$ cat src/rtl/diff_drive_ramp.sv
// diff_drive_ramp: differential-drive wheel speed ramp with steering mix, brake and post-brake hold.
module diff_drive_ramp #(
   parameter int W        = 7,
   parameter int STEP     = 1,
   parameter int TICK_DIV = 1000,
   parameter int BRK_HOLD = 8
) (
   input  logic         clk,
   input  logic         rst_n,
   input  logic [W-1:0] in_acc,
   input  logic [W:0]   in_ste,
   input  logic         in_valid,
   input  logic         brk,
   output logic [W-1:0] v_l,
   output logic [W-1:0] v_r,
   output logic         settled,
   output logic [1:0]   state
);
   typedef enum logic [1:0] {IDLE, RUN, BRAKE, HOLD} state_t;
   localparam int CW = (TICK_DIV > 1) ? $clog2(TICK_DIV) : 1;
   localparam int HW = (BRK_HOLD > 0) ? $clog2(BRK_HOLD + 1) : 1;
   localparam logic [W-1:0]  STEP_V    = W'(STEP);
   localparam logic [CW-1:0] TICK_LAST = CW'(TICK_DIV - 1);
   localparam logic [HW-1:0] HOLD_LAST = HW'(BRK_HOLD - 1);

   state_t         st, st_n;
   logic [CW-1:0]  cnt, cnt_n;
   logic [HW-1:0]  hold_cnt, hold_n;
   logic [W-1:0]   tgt_l, tgt_r, eff_l, eff_r, new_l, new_r, trim, vl_n, vr_n;
   logic [W:0]     mag;
   logic           ste_pos, active, tick, settled_n;

   function automatic logic [W-1:0] toward(input logic [W-1:0] v, input logic [W-1:0] t);
      return (v < t) ? ((t - v > STEP_V) ? v + STEP_V : t)
                     : ((v - t > STEP_V) ? v - STEP_V : t);
   endfunction

   // Magnitude is W+1 bits wide so the most negative steering still yields a full-width magnitude.
   always_comb begin
      mag     = in_ste[W] ? -in_ste : in_ste;
      ste_pos = !in_ste[W] && |in_ste;
      trim    = ({1'b0, in_acc} < mag) ? '0 : in_acc - mag[W-1:0];
      new_l   = ste_pos ? trim : in_acc;
      new_r   = in_ste[W] ? trim : in_acc;
      eff_l   = in_valid ? new_l : tgt_l;
      eff_r   = in_valid ? new_r : tgt_r;
      active  = (st == RUN) || (st == HOLD);
      tick    = active && (cnt == TICK_LAST);
   end

   always_comb begin
      st_n = st;
      case (st)
         IDLE:    if (in_valid) st_n = RUN;
         BRAKE:   st_n = HOLD;
         HOLD:    if (tick && hold_cnt == HOLD_LAST) st_n = RUN;
         default: st_n = st;
      endcase
      if (brk) st_n = BRAKE;
   end

   // Outputs are forced to zero whenever the next state is not RUN; this gives the
   // one-cycle brake response with no ramp down.
   always_comb begin
      vl_n      = (st_n != RUN) ? '0 : (st == RUN && tick) ? toward(v_l, eff_l) : v_l;
      vr_n      = (st_n != RUN) ? '0 : (st == RUN && tick) ? toward(v_r, eff_r) : v_r;
      settled_n = (st_n == RUN) && (vl_n == eff_l) && (vr_n == eff_r);
      cnt_n     = brk ? '0 : !active ? cnt : tick ? '0 : cnt + CW'(1);
      hold_n    = (st_n != HOLD) ? '0 : tick ? hold_cnt + HW'(1) : hold_cnt;
   end

   always_ff @(posedge clk or negedge rst_n) begin
      if (!rst_n) begin
         st       <= IDLE;
         cnt      <= '0;
         hold_cnt <= '0;
         tgt_l    <= '0;
         tgt_r    <= '0;
         v_l      <= '0;
         v_r      <= '0;
         settled  <= 1'b0;
      end else begin
         st       <= st_n;
         cnt      <= cnt_n;
         hold_cnt <= hold_n;
         tgt_l    <= eff_l;
         tgt_r    <= eff_r;
         v_l      <= vl_n;
         v_r      <= vr_n;
         settled  <= settled_n;
      end
   end

   assign state = st;
endmodule
$ cat config.mk
export PLATFORM = sky130hd
export DESIGN_NAME = diff_drive_ramp
export DESIGN_NICKNAME = d
export VERILOG_FILES = /design/src/rtl/diff_drive_ramp.sv
export SDC_FILE = /design/constraint.sdc
export NUM_CORES = 1
export LEC_CHECK = 0
export ABC_AREA = 1
export BUFFER_PORTS_ARGS = -buffer_cell sky130_fd_sc_hd__buf_2
export CAP_MARGIN = 20
export CORE_MARGIN = 4
export CORE_UTILIZATION = 45
export DETAILED_ROUTE_END_ITERATION = 16
export GPL_ROUTABILITY_DRIVEN = 0
export PLACE_DENSITY = 0.72
export SLEW_MARGIN = 20
export SYNTH_ARGS = -nofsm -noshare
export SYNTH_HDL_FRONTEND = slang
export SYNTH_SLANG_ARGS = --single-unit
$ cat constraint.sdc
create_clock -name clk -period 5.7 [get_ports clk]
set_input_delay 0.57 -clock clk [delete_from_list [all_inputs] [get_ports clk]]
set_output_delay 0.57 -clock clk [all_outputs]
set_load 0.1 [all_outputs]
==> key figures, run 1 <==
Timing
  • RSZ-0062 raised after global routing: no
  • Period minus WS final: 5032 ps
  • Worst-Margin Slew: 941.5 ps
  • PnR worst setup slack: 668.2 ps
  • Hold Fails Final Rpt: 0
  • Setup-failing EPs final: 0
  • Max-slew violations: 0
  • FMAX: 198.7 MHz
  • Final Cycle Share: 88.28%
  • Setup TNS Final: 0 ps
  • Worst slew margin: 37.00%
  • Hold Worst Slack: 259.4 ps
  • Clock Skews: 16.83 ps

Run status
  • Status: complete, no violations

Place
  • Placed inst area: 5225 µm²
  • PortBufs: 35
  • DP HPWL: 9838 µm
  • Pre-CTS setup slack: 164.8 ps

Final layout
  • Commonest cells after routing, fill and taps aside: nand2_1, inv_1, nand3_1, nor2_1, a21oi_1
  • Share of post-route cells with drive strength above 1: 12.72%
  • N_diodes: 0
  • Layout Nets: 868
  • Area growth, synth to finish: 10.87%
  • Leading cell type in the layout, fill and taps excluded: nand2_1
  • Design area: 5409 µm²

Clock tree
  • Clock latency on the worst-skew pair: 310 ps
  • TritonCTS clock tree: yes
  • CTS H-tree lvls: 2
  • CTS max path bufs: 2
  • CTS clock-pin slew for the worst setup and hold paths: 100 ps
  • Cts bufs inserted: 5
  • Total clock sinks: 45
  • CTS Root Cell: clkbuf_8

Synth
  • Post-Syn Nets: 822
  • FF+latch count, synth: 45
  • Synth area leaders: dfrtp_1, nand2_1, ha_1
  • Syn_area_per_cell: 6.394 µm²
  • Sequential fraction of the synthesis area: 23.08%
  • Ys flop type: dfrtp_1
  • Post-synth ARST share: 100.0%
  • Synth Instances: 763
  • Synth Warn #: 0
  • Area share of the largest cell type after synthesis: 23.08%
  • Syn Std Cell Area: 4878 µm²
  • EDFF count, synth: 0
  • Synth area leader: dfrtp_1
  • Synth cell types: 42

Routing
  • Post-route ant nets: 0
  • Vias per cell: 5.198
  • Via count: 4,917
  • Routed wire length: 12,950 µm
  • Routed WL per cell: 13.69 µm
  • 1st-pass router iterations: 5
  • DRT iter0 DRCs: 416
  • # DRC: 0

Power and ir drop
  • Pleak: 2.965 nW
  • VDD IR max: 0.0001190 V
  • PwrDens: 171.4 nW/µm²

Hold path
  • Hold WC Path Type: primary input to asynchronous set/reset pin

Worst setup path
  • CP max-delay cell: ha_1
  • Startpoint types: primary input
  • Arrival time worst endpoint: 5280 ps
  • Worst Path Max Fanout: 9
  • WP data required: 5950 ps
  • Cell mode on critical path: nand2_1
  • Crit Path Class: primary input to flip-flop
  • Cell count of the worst reg-to-reg path: 15
  • Crit. End Element: flip-flop
  • Worst path max stage delay: 460 ps

GRT
  • Largest net degree at the start of global routing: 46
  • GRT Util Overall: 20.89%
  • Antenna violations before repair: 0
  • Total gr overflow: 0
  • Vias in the first global route: 4,481
  • First-pass GRT wire length: 22,040 µm

Floorplan
  • Rows: 37
  • # IOs: 36
  • Core area: 10,460 µm²
  • Initial Util: 46.63%
  • DIE WIDTH: 112.1 µm
  • Die H: 112.1 µm
  • Die footprint: 12,570 µm²

Job
  • Maximum Capacitance Violations: 0
## metal layers
layer  GRT usage [%]  up-vias  routed length [µm]
li1                -     2524                   -
met1           31.28     2189                6273
met2           31.23      186                5523
met3           3.288       18                 934
met4           5.609        0                 218
met5               0        -                   0
## Yosys cell counts (2+ instances only)
cell type  instances
nand2_1          203
inv_1            120
nand3_1           82
nor2_1            55
a21oi_1           54
dfrtp_1           45
ha_1              37
xor2_1            29
o21ai_0           28
nor3_1            12
clkbuf_1          11
nand2_2           10
o21a_1             7
nand3_2            6
a211oi_1           5
inv_2              5
nand2_4            5
nand4_1            5
nor2_2             5
o21ai_1            4
clkinv_1           3
fa_1               3
nor2_4             3
xnor2_1            3
a31oi_1            2
buf_2              2
o211ai_1           2
o21bai_1           2
or2_2              2
## per-stage QoR
step                      std cells  power [mW]  utilization, %
after floorplan                 763      0.6012               -
after global placement          928      0.6941           49.94
after detailed placement        928      0.6941           49.94
after CTS                       936      0.9166           50.86
after global routing            946       1.001           51.70
final                           946      0.9271           51.70
## registers in the layout, indices dropped and copies added (netlist names)
name      cells
cnt          10
tgt_l         7
tgt_r         7
v_l           7
v_r           7
hold_cnt      4
state         2
settled       1
## power by group
group	switching (mW)	internal [mW]
clock	0.123	0.0987
sequential	0.00500	0.334
combinational	0.242	0.125
total	0.370	0.557
## cells by family (layout without fill, tap and decap cells)
kind of cell	Yosys count	count (layout)	share of synthesized area, %
AO/OA/AOI/OAI	112	112	13.36
XOR/XNOR	32	32	5.745
adder cells (fa/ha/maj)	40	40	10.72
buffers and inverters	142	188	11.05
flip-flops	45	45	23.08
multiplexers	1	1	0.2052
AND/OR/NAND/NOR	391	392	35.83
## critical path: cells and delay by family
family | cells | cell delay (ps)
fa+ha+maj | 3 | 970
buf+inv | 7 | 820
xor+xnor | 1 | 110
compound gates | 5 | 850
simple gates | 22 | 1960
## path summary, 6_finish.rpt
check	startpoint	end	slack, ps
min in group clk	brk	state[0]	460
worst min-delay path	rst_n	cnt[5]	260
max in group asynchronous	rst_n	v_r[3]	5020
worst min register to register	cnt[0]	cnt[0]	510
worst max-delay path	in_ste[0]	settled	670
worst max register to register	cnt[0]	settled	1970
## what timing repair did
item / CTS / global route
endpoints found under the setup margin: 0 / 1
buffers inserted: 0 / 8
gates resized for setup: 0 / 4
hold buffers: 0 / 0
## layout make-up
class                   count  area (µm²)
clock buffers               6       82.58
multi-input cells         577        3227
clock inverters             2       13.76
inverters                 128       484.2
fillers                  1061        5054
flip-flops and latches     45        1126
well taps                 136       170.2
repair inverters            1       5.005
repair buffers             51       300.3
Power figures use the tool's default switching activity.
==> run 2, diff against run 1 <==
--- a/config.mk
+++ b/config.mk
@@ -5,9 +5,9 @@
 export SDC_FILE = /design/constraint.sdc
 export NUM_CORES = 1
 export LEC_CHECK = 0
-export ABC_AREA = 1
 export BUFFER_PORTS_ARGS = -buffer_cell sky130_fd_sc_hd__buf_2
 export CAP_MARGIN = 20
+export CORE_ASPECT_RATIO = 1.2
 export CORE_MARGIN = 4
 export CORE_UTILIZATION = 45
 export DETAILED_ROUTE_END_ITERATION = 16
==> run 2 against run 1 <==
  * Combinational power is 77% higher
  * Non-clock buffer count is 33 higher
  * Clock skew is 12 ps lower
  * Global-route usage is 2.4 points higher
  * Critical path depth is 14 lower
  * Critical endpoint unchanged
  * Highest routed layer unchanged
  * Fmax is 7.8% lower
  * Cell count is 2.0% higher
  * Utilization is 1.1 points higher
==> key figures, run 2 <==
Run status
  • Status: complete, no violations

GRT
  • Antenna violations before repair: 0 (unchanged)
  • Largest net degree at the start of global routing: 46 (unchanged)
  • Total gr overflow: 0 (unchanged)
  • GRT Util Overall: 23.26% (+2.4 points)
  • Vias in the first global route: 5,577 (+24%)
  • First-pass GRT wire length: 28,250 µm (+28%)

Job
  • Maximum Capacitance Violations: 0 (unchanged)

Power and ir drop
  • PwrDens: 207.4 nW/µm² (+21%)
  • Sequential share of power: 26.0% (-11 points)
  • Clock share of power: 25.6% (+1.7 points)
  • Sw frac: 40.25% (+0.38 points)
  • Combinational Power Share: 48.4% (+8.9 points)
  • Total power: 1.338 mW (+44%)
  • P_sw: 538.6 µW (+46%)
  • VDD IR max: 0.0001133 V (-4.8%)
  • Int Power: 799.5 µW (+43%)
  • Pleak: 2.729 nW (-7.9%)

Floorplan
  • Die H: 131.2 µm (+17%)
  • Rows: 44 (+19%)
  • # IOs: 36 (unchanged)
  • DIE WIDTH: 110.7 µm (-1.3%)
  • Initial Util: 46.59% (about the same)
  • Core area: 12,220 µm² (+17%)
  • Die footprint: 14,530 µm² (+16%)

Final layout
  • Share of post-route cells with drive strength above 1: 17.29% (+4.6 points)
  • Biggest register: cnt
  • Leading cell type in the layout, fill and taps excluded: nor2_1
  • Layout Nets: 862 (-0.69%)
  • Design area: 6451 µm² (+19%)
  • Area growth, synth to finish: 13.29%
  • N_diodes: 0 (unchanged)
  • Max reg flops: 10 (unchanged)
  • Commonest cells after routing, fill and taps aside: nor2_1, nand2_1, buf_4, a21oi_1, inv_1

Routing
  • 1st-pass router iterations: 6 (+1)
  • # DRC: 0 (unchanged)
  • DRT iter0 DRCs: 748 (+80%)
  • Routed WL per cell: 18.40 µm (+34%)
  • Via count: 6,135 (+25%)
  • Vias per cell: 6.358 (+22%)
  • Post-route ant nets: 0 (unchanged)
  • Routed wire length: 17,760 µm (+37%)

Synth
  • Syn Std Cell Area: 5694 µm² (+17%)
  • Top post-synthesis cells by count: nor2_1, nand2_1, a21oi_1, inv_1, o21ai_0
  • Synth Warn #: 0 (unchanged)
  • Ys flop type: dfrtp_1
  • Post-Syn Nets: 806 (-1.9%)
  • Syn_area_per_cell: 7.623 µm² (+19%)
  • Synth area leader: dfrtp_1
  • Synth area leaders: dfrtp_1, ha_1, nor2_1
  • Area share of the largest cell type after synthesis: 19.78% (-3.3 points)
  • Sequential fraction of the synthesis area: 19.78% (-3.3 points)
  • EDFF count, synth: 0 (unchanged)
  • Synth Instances: 747 (-2.1%)
  • FF+latch count, synth: 45 (unchanged)
  • Most common cell in the synthesized netlist: nor2_1
  • Synth cell types: 89 (+110%)
  • Post-synth ARST share: 100.0% (unchanged)

Place
  • Placed inst area: 6211 µm² (+19%)
  • DP HPWL: 13,400 µm (+36%)
  • PortBufs: 35 (unchanged)
  • Pre-CTS setup slack: -68.02 ps (-232.8 ps)

Worst setup path
  • Worst Path Max Fanout: 6 (-3)
  • Crit Path Class: primary input to flip-flop
  • Crit Reg-Reg Endpoint: settled
  • Worst r2r src: tgt_r[0]
  • Arrival time worst endpoint: 5650 ps (+370 ps)
  • Worst R2R Setup Slack: 1600 ps (-370 ps)
  • WP data required: 5890 ps (-60 ps)
  • Crit. End Element: flip-flop
  • Startpoint types: primary input
  • Cell count of the worst reg-to-reg path: 17 (+2)

Timing
  • PnR worst setup slack: 243.5 ps (-424.7 ps)
  • Final Cycle Share: 95.73% (+7.5 points)
  • Worst slew margin: 46.20% (+9.2 points)
  • Period minus WS final: 5456 ps (+424.7 ps)
  • Worst-Margin Slew: 807.0 ps (-134.4 ps)
  • Setup-failing EPs final: 0 (unchanged)
  • Hold Fails Final Rpt: 0 (unchanged)
  • Clock Skews: 5.128 ps (-11.70 ps)
  • FMAX: 183.3 MHz (-7.8%)
  • Max-slew violations: 0 (unchanged)

Clock tree
  • Cts bufs inserted: 5 (unchanged)
  • CTS Root Cell: clkbuf_16
  • CTS clock-pin slew for the worst setup and hold paths: 70 ps (-30 ps)
  • Clock latency on the worst-skew pair: 300 ps (about the same)
  • Total clock sinks: 45 (unchanged)
  • CTS H-tree lvls: 2 (unchanged)
  • Post-CTS Hold Fix Bufs: 0 (unchanged)
  • TritonCTS clock tree: yes
  • CTS max path bufs: 2 (unchanged)

Hold path
  • Hold WC Path Type: primary input to asynchronous set/reset pin
run 2: cell types whose count changed after synthesis, moves of 10 or more:
cell	delta
nor3_1	+19
nand2_1	-144
nand3_1	-52
o21ai_0	+18
a31oi_1	+10
xnor2_1	+21
nor2b_1	+10
nor2_1	+19
xor2_1	-13
inv_1	-74
nand2_2	-10
nand2b_1	+12
and3_1	+17
run 2: cell families after synthesis:
logic type,after synthesis,synth area share (%)
and+or+nand+nor,291,26.10
buffers and inverters,87,7.339
AOI/OAI and AO/OA,235,29.84
muxes,9,1.604
DFF,45,19.78
xor gates and xnor gates,40,6.152
adders and majority gates,40,9.185
run 2: what timing repair did:
| action | in CTS | in global routing |
|---|---|---|
| hold endpoints to repair | 0 | 0 |
| endpoints found under the setup margin | 0 | 3 |
| setup buffers | 0 | 3 |
| gates resized for setup | 0 | 12 |
run 2: worst max-delay path by stage:
stage               startpoint      end  slack (ps)  cells after the start
finish               in_ste[1]  settled         240                     24
detailed placement   in_ste[1]  settled         -70                     23
global route         in_ste[1]  settled         -20                     25
floorplan            in_ste[1]  settled          70                     23
global placement     in_ste[1]  settled          20                     23
CTS                  in_ste[1]  settled         230                     23
run 2: final cells by class:
type	instances	area [µm²]
clock buffers	5	125.1
clock inverters	3	46.29
fillers	1184	5771
inverters	52	197.7
multi-input cells	615	4212
flip-flops and latches	45	1126
well taps	161	201.4
repair buffers	84	543.0
run 2: through the flow:
| stage | std cells | hold WS [ps] | TNS [ps] | utilization [%] |
|---|---|---|---|---|
| after floorplan | 747 | 274.4 | 0 | - |
| after global placement | 954 | 522.5 | 0 | 50.82 |
| after detailed placement | 954 | 531.6 | -76.76 | 50.82 |
| after CTS | 962 | 397.0 | 0 | 52.22 |
| after global routing | 965 | 436.8 | -23.22 | 52.78 |
| final | 965 | 362.1 | 0 | 52.78 |
run 2: per-layer routing:
metal  share of wire, %  vias to the layer above  global-route usage [%]
li1                   -                     2867                       -
met4                4.9                        0                   11.98
met5                  0                        -                       0
met1                 41                     2845                   29.19
met3                7.9                       75                   3.772
met2                 46                      348                   38.46
run 2: power by group through the flow:
stage	Combinational, mW	Sequential, mW	Clock, mW
CTS	0.614	0.348	0.348
global placement	0.606	0.354	0
floorplan	0.422	0.359	0
finish	0.647	0.348	0.343
global route	0.697	0.350	0.360
detailed placement	0.609	0.354	0
run 2: worst max-delay path: stages:
cell and delay, ps:
buf_2 100, or2_2 350, o41ai_2 240, xor2_1 190, ha_1 260, a21o_1 190
a21oi_4 190, buf_4 140, o21ai_4 70, buf_4 160, a21oi_4 110, inv_1 80
fa_1 440, a211oi_2 250, nor2_1 100, xor2_1 140, or4_4 450, nor3_4 320
buf_4 180, buf_4 110, a2111oi_0 90, mux2i_1 320, o221ai_1 240, a2111oi_2 330
